--- src/rtl/iref_ctrl.sv ---
// iref_ctrl: power-up sequencer and sharing controller for the RF current
// reference. Merges consumer requests, steps the IREF through
// power-down -> fast charge -> settle -> ready, and grants the consumers
// once the reference is usable. A minimum off time is enforced after every
// power-down before the next power-up may start.
module iref_ctrl #(
  parameter int N_REQ           = 3,
  parameter int CHARGE_CYCLES   = 16,
  parameter int SETTLE_CYCLES   = 8,
  parameter int OFF_HOLD_CYCLES = 4
) (
  input  logic             clk,
  input  logic             rst_n,
  input  logic [N_REQ-1:0] req,
  input  logic             force_off,
  output logic             iref_pd,
  output logic             iref_charge,
  output logic             ready,
  output logic [N_REQ-1:0] gnt,
  output logic [2:0]       state
);

  typedef enum logic [2:0] {
    ST_OFF    = 3'd0,
    ST_CHARGE = 3'd1,
    ST_SETTLE = 3'd2,
    ST_READY  = 3'd3,
    ST_HOLD   = 3'd4
  } state_t;

  // Counter reload values; each phase lasts (load + 1) cycles.
  localparam logic [15:0] CHARGE_LOAD = 16'(CHARGE_CYCLES - 1);
  localparam logic [15:0] SETTLE_LOAD = 16'(SETTLE_CYCLES - 1);
  localparam logic [15:0] HOLD_LOAD   = 16'(OFF_HOLD_CYCLES - 1);

  state_t           state_reg, state_next;
  logic [15:0]      cnt_reg, cnt_next;
  logic             pd_reg, pd_next;
  logic             charge_reg, charge_next;
  logic             ready_reg, ready_next;
  logic [N_REQ-1:0] gnt_reg, gnt_next;
  logic             want;

  // Any consumer asking for the reference, unless software forces it off.
  assign want = (|req) & ~force_off;

  // State, counter and all outputs are registered; reset is the OFF state.
  always_ff @(posedge clk or negedge rst_n) begin
    if (!rst_n) begin
      state_reg  <= ST_OFF;
      cnt_reg    <= '0;
      pd_reg     <= 1'b1;
      charge_reg <= 1'b1;
      ready_reg  <= 1'b0;
      gnt_reg    <= '0;
    end else begin
      state_reg  <= state_next;
      cnt_reg    <= cnt_next;
      pd_reg     <= pd_next;
      charge_reg <= charge_next;
      ready_reg  <= ready_next;
      gnt_reg    <= gnt_next;
    end
  end

  // Next-state logic; a dropped request always wins over counter expiry.
  always_comb begin
    state_next = state_reg;
    // Counter saturates at zero instead of wrapping.
    cnt_next   = (cnt_reg != 16'd0) ? cnt_reg - 16'd1 : cnt_reg;
    case (state_reg)
      ST_OFF: begin
        if (want) begin
          state_next = ST_CHARGE;
          cnt_next   = CHARGE_LOAD;
        end
      end
      ST_CHARGE: begin
        if (!want) begin
          state_next = ST_HOLD;
          cnt_next   = HOLD_LOAD;
        end else if (cnt_reg == 16'd0) begin
          state_next = ST_SETTLE;
          cnt_next   = SETTLE_LOAD;
        end
      end
      ST_SETTLE: begin
        if (!want) begin
          state_next = ST_HOLD;
          cnt_next   = HOLD_LOAD;
        end else if (cnt_reg == 16'd0) begin
          state_next = ST_READY;
        end
      end
      ST_READY: begin
        if (!want) begin
          state_next = ST_HOLD;
          cnt_next   = HOLD_LOAD;
        end
      end
      ST_HOLD: begin
        // Requests arriving here wait; the off time is never shortened.
        if (cnt_reg == 16'd0) begin
          state_next = ST_OFF;
        end
      end
      default: begin
        state_next = ST_OFF;
        cnt_next   = '0;
      end
    endcase
  end

  // Output decode from the next state so registered outputs track the state.
  always_comb begin
    pd_next     = 1'b1;
    charge_next = 1'b1;
    ready_next  = 1'b0;
    case (state_next)
      ST_CHARGE: begin
        pd_next = 1'b0;
      end
      ST_SETTLE: begin
        pd_next     = 1'b0;
        charge_next = 1'b0;
      end
      ST_READY: begin
        pd_next     = 1'b0;
        charge_next = 1'b0;
        ready_next  = 1'b1;
      end
      default: begin
        pd_next     = 1'b1;
        charge_next = 1'b1;
      end
    endcase
  end

  // Per-requester grant: only requesters that are currently asking.
  for (genvar gi = 0; gi < N_REQ; gi++) begin : g_gnt
    assign gnt_next[gi] = req[gi] & ready_next;
  end

  assign iref_pd     = pd_reg;
  assign iref_charge = charge_reg;
  assign ready       = ready_reg;
  assign gnt         = gnt_reg;
  assign state       = state_reg;

endmodule

--- config.mk ---
export PLATFORM = sky130hd
export DESIGN_NAME = iref_ctrl
export DESIGN_NICKNAME = d
export VERILOG_FILES = /design/src/rtl/iref_ctrl.sv
export SDC_FILE = /design/constraint.sdc
export NUM_CORES = 1
export LEC_CHECK = 0
export BUFFER_PORTS_ARGS = -buffer_cell sky130_fd_sc_hd__buf_2
export CORE_MARGIN = 10
export CORE_UTILIZATION = 57
export CTS_CLUSTER_DIAMETER = 40
export DETAILED_ROUTE_END_ITERATION = 6
export MAX_ROUTING_LAYER = met4
export PLACE_DENSITY_LB_ADDON = 0.15
export SYNTH_ARGS = -nofsm -noshare
export SYNTH_HDL_FRONTEND = slang
export SYNTH_SLANG_ARGS = --single-unit
--- constraint.sdc ---
create_clock -name clk -period 2.69 [get_ports clk]
set_input_delay 0.538 -clock clk [delete_from_list [all_inputs] [get_ports clk]]
set_output_delay 0.538 -clock clk [all_outputs]
set_load 0.05 [all_outputs]
==> summary.md <==
| Metric | Value |
|---|---|
| N_diodes | `0` |
| Critical Path Fanout Max | `8` |
| Routed Antenna Nets | `0` |
| Finished Layout Cells | `around 180` |
| Clock root buffer | `clkbuf_4` |
| Worst setup path endpoint | `cnt_reg[0]` |
| Nets | `about 160` |
| Post CTS Setup Buffer Count | `0` |
| Via density per instance | `between 5 and 6` |
| FMAX | `approximately 400 MHz` |
| WP data arrival | `2.74 ns` |
| Worst r2r src | `cnt_reg[0]` |
| Syn_nets | `144` |
| M1 WL | `roughly 1300 um` |
| Dpl cell area | `between 1000 and 1500 um^2` |
| PortBufs | `14` |
| Static leakage | `between 0.6 and 0.7 nW` |
| Initial antenna violation count | `0` |
| Outcome | `finished clean` |
| Met2 wire length | `between 1000 and 1500 um` |
| Clock Tree Buf Depth | `2` |
| Kind of critical path | `flip-flop to flip-flop` |
| Worst reg2reg path depth | `10` |
| Wire per inst | `~15 um` |
| Die Ht | `around 69 um` |
| Top layer in use | `met4` |
| CTS tree | `built` |
| Final hold vios | `0` |
| Most frequent cell after synthesis | `dfrtp_1` |
| Reg2Reg Setup Slack | `roughly 0.17 ns` |
| DP HPWL | `2130 um` |
| Fin crit period | `roughly 2.5 ns` |
| Post-synthesis cell area | `between 1000 and 1500 um^2` |
| Syn avg cell area | `approximately 9.9 um^2` |
| Startpoint types | `flip-flop` |
| CP max stage cell | `nor3b_1` |
| Worst slew pin tran | `about 0.7 ns` |
| Pin count of the biggest net entering global routing | `26` |
| Commonest cells post-synth | `dfrtp_1, a21oi_1, nor2_1, o21ai_0` |
| Routed WL | `2830 um` |
| Gr ovfl total | `0` |
| Slew Limit Fails | `0` |
| Clock latency at the later pin of the worst-skew pair | `roughly 0.32 ns` |
| Cell depth of the worst setup path | `10` |
| Routability cong. | `0.822` |
| Area Growth Syn to Fin | `11.4%` |
| Ys Warns | `0` |
| I/O pin cnt | `15` |
| Ys flop type | `dfrtp_1` |
| Core ar. | `2230 um^2` |
| Synth top area cells | `dfrtp_1, a21oi_1, dfstp_2, o31ai_1, o21ai_0` |
| Ratio of cells with drive above 1 in the final layout | `a little under a quarter` |
| Metal3 WL | `60 um` |
| Number of synthesized flops with an enable pin | `0` |
| Max-Cap Viols | `0` |
| Netlist cell types | `between 40 and 50` |
| HP Class | `input port to asynchronous set/reset pin` |
| Clk sinks | `25` |
| DIE WIDTH | `between 60 and 70 um` |
| Crit path max-delay family | `simple AND/OR/NAND/NOR gates` |
| DIE AREA | `between 4000 and 5000 um^2` |
| RR Endpoint | `cnt_reg[0]` |
| RSZ-0062 raised after global routing | `false` |
| DR vias | `~1100` |
| Seq cells post-synth | `25` |
| DRT iter0 DRCs | `58` |
| Post-Syn Instances | `136` |
| Critical Path End Type | `flip-flop` |
| Sum Neg Setup Slack | `0 ns` |
| Global-route wire length before repair | `5040 um` |
| Iteration count of the initial detailed-routing pass | `4` |
| Required time of the critical path | `a little under 3 ns` |
| Register area share after synthesis | `46.7%` |
| # rows | `17` |
| Post-synth ARST share | `100%` |
| Cell taking the most area after synthesis | `dfrtp_1` |
| Inst Count DP | `around 180` |
| Worst-path clk slew | `0.14 ns` |
| # hold bufs at CTS | `0` |
| Initial core utilization | `60.2%` |
| CTS buffer count | `3` |
| Final Cell Area | `approximately 1500 um^2` |
| Critical-path cell list | `inv_1 -> ha_1 -> nor3b_1 -> and4_1 -> inv_2 -> ha_1 -> inv_1 -> o211a_1 -> a31oi_1 -> o211a_1` |
| Setup violations, final | `0` |
| Slew Limit Headroom | `a little over half` |
| Post-synth top area share | `42.8%` |
| Maximum VDD drop | `roughly 0.74 mV` |
| PD cells | `between 1000 and 1500 nW/um^2` |
| Total track usage | `between 10 and 15%` |
| Clock Skews | `roughly 0.0066 ns` |
| Largest register FFs | `16` |
| DRC violations left | `0` |
| H-tree depth | `1` |
| Post-CTS sizing | `0` |
| Worst path max stage delay | `0.54 ns` |
| CP startpoint | `cnt_reg[0]` |
| Period utilization | `93.8%` |
| Vias in the first global route | `approximately 1100` |
| Buf/Inv on CP | `3` |
worst register-to-register path, cell delays in order (launching register included):
cell and delay, ns:
dfrtp_1 0.42, inv_1 0.06, ha_1 0.18, nor3b_1 0.54, and4_1 0.33, inv_2 0.10
ha_1 0.30, inv_1 0.08, o211a_1 0.15, a31oi_1 0.04, o211a_1 0.22
worst min path at each step:
stage,from,endpoint,slack (ns),cells past startpoint
after CTS,rst_n,cnt_reg[15],0.19,1
after detailed placement,rst_n,cnt_reg[15],0.56,1
after global placement,rst_n,cnt_reg[15],0.55,1
after global routing,rst_n,cnt_reg[6],0.19,1
after floorplan,rst_n,cnt_reg[0],0.24,0
final,rst_n,cnt_reg[6],0.18,1
cell families after synthesis:
family / count (synthesis) / share of synthesized area (%)
buf+inv: 10 / 2.89
flops: 25 / 46.7
fa+ha+maj: 2 / 1.86
compound gates: 42 / 20.5
xor+xnor: 1 / 0.652
simple gates: 53 / 25.1
mux: 3 / 2.23
layout make-up:
cell class                 count  area, um^2
clock buffer                   3        22.5
clock inverter                 1        7.51
fill                         199         737
inverter                       7        26.3
multi-input combinational    101         677
sequential                    25         628
tap                           28        35.0
timing repair buffer          18         100
cell usage in the layout, fill, tap and decap left out, drive strengths merged, types with 2 or more instances in the layout:
cell type / instances
and2: 3
nor2: 8
o211a: 2
buf: 18
or3b: 2
inv: 7
nand3: 3
nor3: 3
o21ai: 7
mux2i: 3
o31ai: 6
or4b: 2
dfstp: 2
or2: 2
nand2: 4
or3: 9
ha: 2
a21oi: 15
nor4: 3
or4: 5
dfrtp: 23
clkbuf: 3
nand2b: 5
through the flow:
stage | total power (W) | worst slack, ns | utilization [%] | hold slack [ns]
final | 0.00157 | 0.167 | 67.0 | 0.180
after floorplan | 0.00120 | 0.406 | - | 0.242
after global placement | 0.00137 | 0.433 | 65.7 | 0.550
after global routing | 0.00171 | 0.00373 | 67.0 | 0.194
after CTS | 0.00157 | 0.208 | 67.0 | 0.191
after detailed placement | 0.00140 | 0.243 | 65.7 | 0.560
report_power, final:
| group | internal (W) | total (W) | switching (W) |
|---|---|---|---|
| registers | 0.000487 | 0.000629 | 0.000142 |
| clock network | 0.0000568 | 0.000172 | 0.000115 |
| logic | 0.000333 | 0.000769 | 0.000436 |
per-layer routing:
metal	up-vias	track usage (%)
met5	-	-
li1	552	-
met1	520	17.2
met2	18	22.8
met3	6	2.58
met4	0	3.77
Note: power is estimated with default switching activity, not from simulation.
